===== config.mk =====
export PLATFORM = sky130hd
export DESIGN_NAME = async_sram_phy_timed
export DESIGN_NICKNAME = d
export VERILOG_FILES = /design/src/rtl/async_sram_phy_timed.sv
export SDC_FILE = /design/constraint.sdc
export NUM_CORES = 1
export LEC_CHECK = 0
export ABC_AREA = 1
export ABC_CLOCK_PERIOD_IN_PS = 1600
export CAP_MARGIN = 15
export CORE_ASPECT_RATIO = 0.7
export CORE_MARGIN = 1.5
export CORE_UTILIZATION = 43
export CTS_CLUSTER_SIZE = 24
export DETAILED_ROUTE_END_ITERATION = 10
export GPL_TIMING_DRIVEN = 0
export PLACE_DENSITY_LB_ADDON = 0.08
export REMOVE_ABC_BUFFERS = 1
export SYNTH_ARGS = -nofsm -noshare
export SYNTH_HDL_FRONTEND = slang
export SYNTH_SLANG_ARGS = --single-unit

===== constraint.sdc =====
create_clock -name clk -period 1.6 [get_ports clk]
set_input_delay 0.24 -clock clk [delete_from_list [all_inputs] [get_ports clk]]
set_output_delay 0.24 -clock clk [all_outputs]
set_load 0.1 [all_outputs]

===== src/rtl/async_sram_phy_timed.sv =====
// Timed async SRAM PHY: turns one request handshake into a full external
// read or write cycle with programmable setup/access/pulse/turn timing.
//
// Ports:
//   clk, rst             clock, synchronous active-high reset
//   cfg_t_*              setup, access-1, wpulse-1, turnaround (clk cycles)
//   req_*                request handshake (valid/ready, write, addr, wdata, bmask)
//   rsp_valid/rsp_rdata  one-cycle read response, data held until next read
//   busy                 transfer or turnaround in progress
//   padin/padout/padoe   SRAM pad ring signals, all outputs registered
module async_sram_phy_timed #(
    parameter int N_SRAM_A  = 18,
    parameter int N_SRAM_DQ = 16,
    parameter int W_TIMING  = 4,
    localparam int NB       = N_SRAM_DQ / 8
) (
    input  logic                 clk,
    input  logic                 rst,
    input  logic [W_TIMING-1:0]  cfg_t_setup,
    input  logic [W_TIMING-1:0]  cfg_t_access,
    input  logic [W_TIMING-1:0]  cfg_t_wpulse,
    input  logic [W_TIMING-1:0]  cfg_t_turn,
    input  logic                 req_valid,
    output logic                 req_ready,
    input  logic                 req_write,
    input  logic [N_SRAM_A-1:0]  req_addr,
    input  logic [N_SRAM_DQ-1:0] req_wdata,
    input  logic [NB-1:0]        req_bmask,
    output logic                 rsp_valid,
    output logic [N_SRAM_DQ-1:0] rsp_rdata,
    output logic                 busy,
    input  logic [N_SRAM_DQ-1:0] padin_sram_dq,
    output logic [N_SRAM_DQ-1:0] padout_sram_dq,
    output logic [N_SRAM_DQ-1:0] padoe_sram_dq,
    output logic [N_SRAM_A-1:0]  padout_sram_a,
    output logic                 padout_sram_cs_n,
    output logic                 padout_sram_oe_n,
    output logic                 padout_sram_we_n,
    output logic [NB-1:0]        padout_sram_byte_n
);

    typedef enum logic [2:0] {
        IDLE,
        SETUP,
        RD_ACCESS,
        WR_PULSE,
        WR_HOLD,
        TURN
    } state_t;

    localparam logic [W_TIMING:0] CNT_ONE = {{W_TIMING{1'b0}}, 1'b1};

    state_t              state;
    logic [W_TIMING:0]   cnt;
    logic                wr;
    logic [W_TIMING-1:0] t_access;
    logic [W_TIMING-1:0] t_wpulse;
    logic [W_TIMING-1:0] t_turn;

    // One extra counter bit so a maximum cfg value never wraps.
    function automatic logic [W_TIMING:0] ext(input logic [W_TIMING-1:0] v);
        return {1'b0, v};
    endfunction

    assign req_ready = (state == IDLE);
    assign busy      = (state != IDLE);

    always_ff @(posedge clk) begin
        if (rst) begin
            state              <= IDLE;
            cnt                <= '0;
            wr                 <= 1'b0;
            t_access           <= '0;
            t_wpulse           <= '0;
            t_turn             <= '0;
            rsp_valid          <= 1'b0;
            rsp_rdata          <= '0;
            padout_sram_dq     <= '0;
            padoe_sram_dq      <= '0;
            padout_sram_a      <= '0;
            padout_sram_cs_n   <= 1'b1;
            padout_sram_oe_n   <= 1'b1;
            padout_sram_we_n   <= 1'b1;
            padout_sram_byte_n <= '1;
        end else begin
            rsp_valid <= 1'b0;
            unique case (state)
                IDLE: begin
                    if (req_valid) begin
                        wr               <= req_write;
                        t_access         <= cfg_t_access;
                        t_wpulse         <= cfg_t_wpulse;
                        t_turn           <= cfg_t_turn;
                        padout_sram_a    <= req_addr;
                        padout_sram_cs_n <= 1'b0;
                        if (req_write) begin
                            // Writes always get at least one setup cycle
                            // so DQ is driven before we_n falls.
                            padout_sram_byte_n <= ~req_bmask;
                            padoe_sram_dq      <= '1;
                            padout_sram_dq     <= req_wdata;
                            state              <= SETUP;
                            cnt <= (cfg_t_setup == '0) ? '0
                                 : ext(cfg_t_setup) - CNT_ONE;
                        end else begin
                            padout_sram_byte_n <= '0;
                            if (cfg_t_setup == '0) begin
                                state            <= RD_ACCESS;
                                padout_sram_oe_n <= 1'b0;
                                cnt              <= ext(cfg_t_access);
                            end else begin
                                state <= SETUP;
                                cnt   <= ext(cfg_t_setup) - CNT_ONE;
                            end
                        end
                    end
                end
                SETUP: begin
                    if (cnt == '0) begin
                        if (wr) begin
                            state            <= WR_PULSE;
                            padout_sram_we_n <= 1'b0;
                            cnt              <= ext(t_wpulse);
                        end else begin
                            state            <= RD_ACCESS;
                            padout_sram_oe_n <= 1'b0;
                            cnt              <= ext(t_access);
                        end
                    end else begin
                        cnt <= cnt - CNT_ONE;
                    end
                end
                RD_ACCESS: begin
                    if (cnt == '0) begin
                        padout_sram_oe_n   <= 1'b1;
                        rsp_valid          <= 1'b1;
                        rsp_rdata          <= padin_sram_dq;
                        padout_sram_cs_n   <= 1'b1;
                        padout_sram_byte_n <= '1;
                        padoe_sram_dq      <= '0;
                        if (t_turn == '0) begin
                            state <= IDLE;
                        end else begin
                            state <= TURN;
                            cnt   <= ext(t_turn) - CNT_ONE;
                        end
                    end else begin
                        cnt <= cnt - CNT_ONE;
                    end
                end
                WR_PULSE: begin
                    if (cnt == '0) begin
                        padout_sram_we_n <= 1'b1;
                        state            <= WR_HOLD;
                    end else begin
                        cnt <= cnt - CNT_ONE;
                    end
                end
                WR_HOLD: begin
                    padout_sram_cs_n   <= 1'b1;
                    padout_sram_byte_n <= '1;
                    padoe_sram_dq      <= '0;
                    if (t_turn == '0) begin
                        state <= IDLE;
                    end else begin
                        state <= TURN;
                        cnt   <= ext(t_turn) - CNT_ONE;
                    end
                end
                TURN: begin
                    if (cnt == '0) begin
                        state <= IDLE;
                    end else begin
                        cnt <= cnt - CNT_ONE;
                    end
                end
                default: state <= IDLE;
            endcase
        end
    end

endmodule


; Word-level counts from Yosys, hierarchy flattened
; Cells that the tools add are included.
[word_totals]
ff_bits = 93
out_inout_bits = 74
wordCells = 97
[classes]
add_sub_neg = 3
n_eq_ne = 16
mux = 41
bitwise_logic = 2
reduce_logical = 20
[op_table]
columns = cell, count
row1 = $mux 16, 3
row2 = $pmux 16 s3, 1
row3 = $mux 5, 8
row4 = $pmux 5 s5, 1
row5 = $mux 3, 6
row6 = $ne 2x2->1 const B, 9
row7 = $pmux 3 s6, 1
row8 = $mux 1, 11
row9 = $mux 2, 5
row10 = $sub 4x1->5 const B, 2
row11 = $reduce_and 3->1, 3
row12 = $reduce_bool 3->1, 3
row13 = $logic_not 4->1, 2
row14 = $reduce_and 4->1, 2
row15 = $reduce_and 7->1, 1
row16 = $eq 3x2->1 const B, 2
row17 = $eq 3x3->1 const B, 2
row18 = $pmux 1 s3, 2
row19 = $pmux 2 s3, 1
row20 = $logic_not 5->1, 1
row21 = $reduce_and 5->1, 1
row22 = $reduce_bool 5->1, 1
row23 = $sub 5x1->5 const B, 1
row24 = $mux 4, 1
row25 = other kinds (9), 12

; Depth between registers and ports, before layout
; Gate-level depths: netlist (run 1).
[depth]
ltp_word = 5
mapped_depth = 12

; Worst setup path before layout (run 1)
; No wires, ideal clock.
[synth_path]
kind = register to register
start = reg state[1]
end = reg padout_sram_dq[1]
t_arrival_ns = 1.877
required_time_ns = 1.468
path_slack_ns = -0.409
path_stages_with_launch = 11
path_buffers = 2
cell_sequence = dfxtp_1 > buf_2 > inv_4 > nand2_4 > nor2_8 > inv_2 > nor2_8 > nand2_4 > buf_6 > nand2_1 > a21oi_1
[synth_via]
elab_chain_len = 2
[synth_lines]
columns = item, line
row1 = from (decl), 53  ; state_t state;
row2 = from (signal assigned), 70  ; state <= IDLE;
row3 = from (signal assigned), 102  ; state <= SETUP;
row4 = from (signal assigned), 108  ; state <= RD_ACCESS;
row5 = $logic_not 3->1, n/a
row6 = net req_ready, 24  ; output logic req_ready,
row7 = $reduce_and 3->1 (no line), n/a
row8 = to (signal assigned), 101  ; padout_sram_dq <= req_wdata;
row9 = to (decl), 33  ; output logic [N_SRAM_DQ-1:0] padout_sram_dq,
; The timed path passes the listed nets, and every way through them passes these cells.
; A chain may end at the register's enable or synchronous reset.

==> implementation parameters, run 1 <==
Parameter                              Value

Detailed routing
  Avg Vias per Cell    4.956
  Pre-Repair DR Iteration Count    5
  Remaining number of nets flagged by the antenna check after routing    0
  Initial drt markers    142
  Per-cell routed wire length    14.57 um
  Sum of routed wire length over all layers    10670 um
  # DRC    0
  Total via count after detailed routing    3628

Yosys
  Cells taking the most area after synthesis    sky130_fd_sc_hd__dfxtp_1 44%, sky130_fd_sc_hd__nor2_1 11%, sky130_fd_sc_hd__o21ai_0 9.4%
  Post-synthesis cell type count    28
  Number of warnings issued by yosys    0
  Netlist area before placement    0.003572 mm^2
  Total of flip-flops plus latches after synthesis    78
  Sequential-to-total area share from yosys stat    43.71%
  Mean instance size in the synthesized netlist    7.144 um^2
  Cells after synthesis    500
  Fraction of post-synthesis cell area in the top cell type by area    43.71%
  Cell type with the largest total area after synthesis    sky130_fd_sc_hd__dfxtp_1
  Post-synthesis compound-gate area fraction    16.11%
  Arithmetic-cell share of the synthesized area counting full adders, half adders and majority gates    1.401%
  Simple-gate portion of the synthesized area    26.94%
  Largest family of logic cells by synthesized area    simple AND/OR/NAND/NOR gates
  Portion of netlist area occupied by mux cells    0%
  Share of the synthesized netlist area taken by xor and xnor gates    0.4904%

Worst setup path
  Type of destination of the critical path    output pin
  CP Launch Type    register
  Worst flop-to-flop path endpoint    cnt[3]
  Worst-path cell chain    buf_2
  Largest driver fanout on the critical path    17
  Largest stage delay on the critical path    0.49 ns
  Reg2Reg Launch Point    state[0]
  Register-to-register setup slack    0.10 ns
  Number of buffers and inverters on the critical path    1
  Worst setup path class    register to output pin
  Worst path top cell family by delay    flip-flops
  Worst Path Arrival    1.30 ns
  Library cell contributing the largest single delay on the critical path    sky130_fd_sc_hd__dfxtp_2
  Data required time of the critical path    1.36 ns
  R2R cell count    10

Timing
  Final setup violation count    0
  Transition time at the pin with the least slew margin    0.6656 ns
  Highest clock rate    0.6477 GHz
  Number of hold violations in the final report    0
  Post-route fraction of the period consumed by the critical path    96.50%
  Unrepaired setup endpoints after global routing    false
  Minimum clock period after layout    1.544 ns
  Number of max-slew violations in the final report    0
  Final Skew    0.004357 ns
  Worst Slack Setup Final    0.05604 ns
  Max-slew headroom    55.63%

Clock tree
  Clock latency on the worst-skew pair    0.33 ns
  Maximum count of clock buffers along a single path    2
  H-tree depth reported by CTS    3
  CTS Sinks    78
  Number of buffers added to fix hold violations after cts    0
  CTS tree    yes
  Total CTS buffers    9
  Clock input transition at the sequential cells of the worst setup and hold paths    0.06 ns
  Root buffer selected by CTS    sky130_fd_sc_hd__clkbuf_16

Worst hold path
  Worst min-delay path class    register to register
  Beginning of the worst hold path    padout_sram_oe_n
  Worst hold path stage count    2
  Endpoint of the worst hold-timing path    padout_sram_oe_n

GRT
  Total routing resource utilization after global routing    24.06%
  GR Overflow Total    0
  Number of antenna violations at the first check in global routing    0
  Via count of the first global-routing pass    3559
  Maximum number of pins on one net before global-route repair    39
  First-pass GRT wire length    16930 um

Place
  Pre-CTS WS    -1.076 ns
  Routability congestion estimate    0.8854
  Total placed instance area    0.004923 mm^2
  Placed cell count    707
  Buffers added on ports    145
  HPWL after detailed placement    6972 um

Floorplan
  Full die area    0.008872 mm^2
  Count of boundary I/O pins    146
  Die Height    79.26 um
  Die span in x    111.9 um
  Number of rows created at floorplan    27
  Area of the core    0.007973 mm^2
  Initial standard-cell utilization of the core    44.81%

Cells and area
  Number of inserted filler cells in the final layout    676
  Final std cells w/o fill    732
  Core utilization of the finished layout    68.11%
  Total number of nets in the final design    705
  Final non-filler cell area    0.005430 mm^2
  Combined area of the multi-input logic cells    0.001712 mm^2
  Layout Area Growth over Synthesis    52.01%
  Share of post-route cells with drive strength above 1    20.92%
  Number of antenna diodes    0
  FF+latch area    0.001574 mm^2

Power and ir drop
  Maximum vdd ir drop    1.538 mV
  Power per cell area    2259 mW/mm^2
  Static leakage    0.002233 uW

Run status
  Outcome    completed

Job
  Max-cap viol count    0
## kinds of logic after synthesis
| family | after synthesis |
|---|---|
| adders and majority gates | 4 |
| AOI/OAI and AO/OA | 111 |
| buffers and inverters | 79 |
| DFF | 78 |
| and+or+nand+nor | 226 |
| xor gates and xnor gates | 2 |
## flip-flops by register name, summed over array words and instances (netlist names)
register / cells
state: 3
padout_sram_we_n: 1
t_wpulse: 4
padout_sram_byte_n: 2
wr: 1
padoe_sram_dq: 1
rsp_valid: 1
rsp_rdata: 16
padout_sram_a: 18
cnt: 5
t_turn: 4
padout_sram_dq: 16
padout_sram_cs_n: 1
padout_sram_oe_n: 1
t_access: 4
## how the worst max path moves through the flow
stage          slack, ns  cells past startpoint                 to              start
2_1_floorplan      -9.61                      2  padoe_sram_dq[14]  padoe_sram_dq[14]
3_3_place_gp       -1.44                      4          t_turn[1]                rst
3_5_place_dp       -1.08                      5      rsp_rdata[15]                rst
4_1_cts            0.008                      7   padout_sram_oe_n          req_write
5_1_grt           0.0005                      9             cnt[1]             cnt[0]
6_report            0.06                      1   padoe_sram_dq[5]  padoe_sram_dq[14]
## through the flow
step,power (uW),hold WS [ns],TNS [ns]
floorplan,6935,0.3024,-182.76
global placement,9858,0.4427,-93.33
detailed placement,9935,0.4431,-73.51
CTS,12140,0.4518,0
global route,12890,0.4825,0
finish,12270,0.4506,0
## power by group
group | switching (uW) | internal (uW)
clock | 755 | 1220
sequential | 366 | 2430
combinational | 5780 | 1720
## metal layers
metal  vias to the layer above  GRT usage, %  share of wire [%]
met5                         -             0                  0
met4                         0         6.456                1.2
met3                        12         10.38                8.5
met2                        99         39.07                 45
met1                      1655         29.48                 45
li1                       1862             -                  -
## cell type report
type                       instances  share of cell area (%)
timing repair buffer             154                   28.76
sequential                        78                   28.99
clock inverter                     2                  0.6452
inverter                          39                   3.295
clock buffer                      11                   4.470
multi-input combinational        347                   31.52
tap                              101                   2.327
## timing repair
action | 4_1_cts | 5_1_grt
pin swaps | 2 | 3
setup buffers | 3 | 5
resized for setup | 302 | 16
endpoints found under the setup margin | 150 | 62
gates cloned | 2 | 2
## cell usage after synthesis
cell type,n
sky130_fd_sc_hd__nand3_2,1
sky130_fd_sc_hd__a21oi_2,1
sky130_fd_sc_hd__inv_4,2
sky130_fd_sc_hd__buf_6,4
sky130_fd_sc_hd__nor3_1,3
sky130_fd_sc_hd__ha_1,4
sky130_fd_sc_hd__buf_4,17
sky130_fd_sc_hd__nand3_1,30
sky130_fd_sc_hd__xnor2_1,1
sky130_fd_sc_hd__nand3b_1,1
sky130_fd_sc_hd__nor2_8,2
sky130_fd_sc_hd__o31ai_1,1
sky130_fd_sc_hd__nand2_4,2
sky130_fd_sc_hd__inv_2,4
sky130_fd_sc_hd__inv_1,33
sky130_fd_sc_hd__a21oi_1,38
sky130_fd_sc_hd__dfxtp_1,78
sky130_fd_sc_hd__nand2_1,81
sky130_fd_sc_hd__buf_2,8
sky130_fd_sc_hd__xor2_1,1
sky130_fd_sc_hd__nor2_2,1
sky130_fd_sc_hd__clkbuf_1,11
sky130_fd_sc_hd__nor2_1,100
sky130_fd_sc_hd__a21boi_2,1
sky130_fd_sc_hd__nand2_2,1
sky130_fd_sc_hd__nand4_1,4
sky130_fd_sc_hd__o211ai_1,3
sky130_fd_sc_hd__o21ai_0,67
## placed cells by master, fill, tap and decap left out, types with 3 or more instances in the layout
master and n:
sky130_fd_sc_hd__nor2_1 98, sky130_fd_sc_hd__nand2_1 78, sky130_fd_sc_hd__dfxtp_1 74, sky130_fd_sc_hd__clkdlybuf4s50_1 69, sky130_fd_sc_hd__o21ai_0 62, sky130_fd_sc_hd__clkdlybuf4s15_2 57
sky130_fd_sc_hd__a21oi_1 38, sky130_fd_sc_hd__inv_1 29, sky130_fd_sc_hd__nand3_1 29, sky130_fd_sc_hd__buf_4 18, sky130_fd_sc_hd__clkbuf_16 9, sky130_fd_sc_hd__buf_2 6
sky130_fd_sc_hd__o21ai_1 5, sky130_fd_sc_hd__nand4_1 4, sky130_fd_sc_hd__inv_2 3, sky130_fd_sc_hd__nand2_4 3, sky130_fd_sc_hd__inv_6 3, sky130_fd_sc_hd__nor2_2 3
sky130_fd_sc_hd__nor2_4 3, sky130_fd_sc_hd__nand2_2 3, sky130_fd_sc_hd__o211ai_1 3, sky130_fd_sc_hd__nor3_1 3, sky130_fd_sc_hd__dfxtp_4 3
No activity file was read; power rests on OpenSTA's default activity.
==> run 2, diff against run 1 <==
Settings changed: GPL_TIMING_DRIVEN 0 to default.
==> run 2 against run 1 <==
Worst setup slack gained 0.0077 ns. Final area grew 15%. Flip-flop and latch count is the same. Critical path depth grew 4. Core utilization grew 10 points. Via count grew 4.7%. Die area is the same. Non-clock buffer count grew 21. Wire length grew 4.9%. First-iteration DRC count grew 75%. Combinational power grew 21%. Critical endpoint is now busy. Highest routed layer unchanged.
==> implementation parameters, run 2 (synthesis gave the netlist of run 1 again) <==
Parameter                              Value

Run status
  Outcome    completed

Floorplan
  Initial standard-cell utilization of the core    44.81% (unchanged)
  Area of the core    0.007973 mm^2 (unchanged)
  Full die area    0.008872 mm^2 (unchanged)
  Count of boundary I/O pins    146 (unchanged)
  Die Height    79.26 um (unchanged)
  Number of rows created at floorplan    27 (unchanged)
  Die span in x    111.9 um (unchanged)

Cells and area
  Largest register by flop count    padout_sram_a
  Number of flip-flops in the largest register    18 (unchanged)
  Total number of nets in the final design    722 (+2.4%)
  Most frequent cells in the layout    99 x sky130_fd_sc_hd__nor2_1, 77 x sky130_fd_sc_hd__nand2_1, 76 x sky130_fd_sc_hd__dfxtp_1, 76 x sky130_fd_sc_hd__buf_12, 71 x sky130_fd_sc_hd__clkdlybuf4s50_1
  Commonest non-fill, non-tap cell in the layout    sky130_fd_sc_hd__nor2_1
  Number of inserted filler cells in the final layout    559 (-17%)
  Final std cells w/o fill    751 (+2.6%)
  Layout Area Growth over Synthesis    74.50%
  Share of post-route cells with drive strength above 1    22.46% (+1.5 points)
  Largest regs    padout_sram_a (18), padout_sram_dq (16), rsp_rdata (16)
  Combined area of the multi-input logic cells    0.001650 mm^2 (-3.6%)
  FF+latch area    0.001567 mm^2 (-0.48%)
  Final non-filler cell area    0.006233 mm^2 (+15%)
  Number of antenna diodes    0 (unchanged)

Timing
  Max-slew headroom    74.24% (+19 points)
  Minimum clock period after layout    1.536 ns (-0.007681 ns)
  Number of hold violations in the final report    0 (unchanged)
  Final setup violation count    0 (unchanged)
  Final Skew    0.006040 ns (+0.001683 ns)
  Transition time at the pin with the least slew margin    0.3858 ns (-0.2798 ns)
  Unrepaired setup endpoints after global routing    true
  Number of max-slew violations in the final report    0 (unchanged)
  Post-route fraction of the period consumed by the critical path    96.02% (-0.48 points)
  Highest clock rate    0.6509 GHz (+0.50%)

Clock tree
  CTS Sinks    78 (unchanged)
  Clock input transition at the sequential cells of the worst setup and hold paths    0.06 ns (about the same)
  Total CTS buffers    9 (unchanged)
  Clock latency on the worst-skew pair    0.34 ns (about the same)
  Maximum count of clock buffers along a single path    2 (unchanged)
  H-tree depth reported by CTS    3 (unchanged)
  Number of buffers added to fix hold violations after cts    0 (unchanged)
  Root buffer selected by CTS    sky130_fd_sc_hd__clkbuf_16
  CTS tree    yes

Detailed routing
  Initial drt markers    249 (+75%)
  Remaining number of nets flagged by the antenna check after routing    0 (unchanged)
  Total via count after detailed routing    3800 (+4.7%)
  Sum of routed wire length over all layers    11200 um (+4.9%)
  Pre-Repair DR Iteration Count    5 (unchanged)
  # DRC    0 (unchanged)
  Per-cell routed wire length    14.91 um (+2.3%)
  Avg Vias per Cell    5.060 (+2.1%)

Worst setup path
  Data required time of the critical path    1.36 ns (about the same)
  Largest driver fanout on the critical path    8 (-9)
  Levels on crit path    5 (+4)
  Number of buffers and inverters on the critical path    3 (+2)
  R2R cell count    8 (-2)
  Type of destination of the critical path    output pin
  Worst-path cell chain    inv_4 -> nand2_4 -> nor2_8 -> inv_2 -> buf_12
  Worst path top cell family by delay    flip-flops
  Library cell contributing the largest single delay on the critical path    sky130_fd_sc_hd__dfxtp_4
  CP Launch Type    register
  Largest stage delay on the critical path    0.40 ns (-0.09 ns)
  Worst Path Arrival    1.30 ns (about the same)
  Worst setup path class    register to output pin

Place
  Total placed instance area    0.005872 mm^2 (+19%)
  Routability congestion estimate    0.8688 (-1.9%)
  Placed cell count    734 (+3.8%)
  HPWL after detailed placement    8158 um (+17%)
  Buffers added on ports    145 (unchanged)

Power and ir drop
  Power per cell area    2242 mW/mm^2 (-0.76%)
  Maximum vdd ir drop    1.227 mV (-20%)
  Static leakage    0.002638 uW (+18%)

GRT
  Via count of the first global-routing pass    3828 (+7.6%)
  GR Overflow Total    0 (unchanged)
  First-pass GRT wire length    18210 um (+7.5%)
  Number of antenna violations at the first check in global routing    0 (unchanged)
  Total routing resource utilization after global routing    25.94% (+1.9 points)
  Maximum number of pins on one net before global-route repair    53 (+36%)

Job
  Max-cap viol count    0 (unchanged)

Worst hold path
  Worst hold path stage count    2 (unchanged)
  Worst min-delay path class    register to register
[run 2: power by group]
| group | total, uW | switching, uW | internal, uW | leakage [uW] |
|---|---|---|---|---|
| clock network | 1990 | 799 | 1190 | 0.000141 |
| registers | 2880 | 459 | 2420 | 0.000641 |
| logic | 9100 | 5950 | 3150 | 0.00186 |
| total | 14000 | 7210 | 6770 | 0.00264 |
[run 2: metrics by stage]
stage                     power (uW)  worst slack [ns]  TNS, ns  util (%)  hold WS [ns]
after floorplan                 6935            -9.610  -182.76         -        0.3024
after global placement         11670           -0.1080  -0.6297     73.65        0.4403
after detailed placement       11780           -0.1950   -1.432     73.65        0.4513
after CTS                      13880          0.006587        0     77.45        0.4631
after global routing           14580          -0.04510  -0.2453     78.19        0.4801
final                          13970           0.06372        0     78.19        0.4560
[run 2: cell type report]
class	instances	area share [%]
timing repair buffer	175	39.30
multi-input combinational	343	26.48
sequential	78	25.13
clock buffer	9	3.613
inverter	39	2.469
tap	101	2.027
clock inverter	6	0.9835
[run 2: final timing paths]
kind | from | end | slack [ns]
setup / recovery | state[1] | busy | 0.06
hold / removal | t_wpulse[2] | t_wpulse[2] | 0.46
setup reg to reg | state[1] | t_turn[3] | 0.07
hold reg to reg | t_wpulse[2] | t_wpulse[2] | 0.46
[run 2: what timing repair did]
action | CTS | global route
pin swaps | 0 | 3
setup endpoints to repair | 27 | 44
resized for setup | 7 | 23
buffers inserted | 0 | 2
[run 2: layer usage]
layer	wire (um)	part of all wire, %	up-vias	global-route usage [%]
met4	124	1.1	0	4.810
met1	4652	42	1766	31.78
met2	5403	48	127	43.09
li1	-	-	1895	-
met3	1015	9.1	12	11.30
met5	0	0	-	0
[run 2: worst register-to-register path: cells and delay by family, from the launching register on]
family | cells | cell delay [ns]
and+or+nand+nor | 3 | 0.43
AOI/OAI and AO/OA | 2 | 0.28
buffers and inverters | 3 | 0.33
DFF | 1 | 0.38
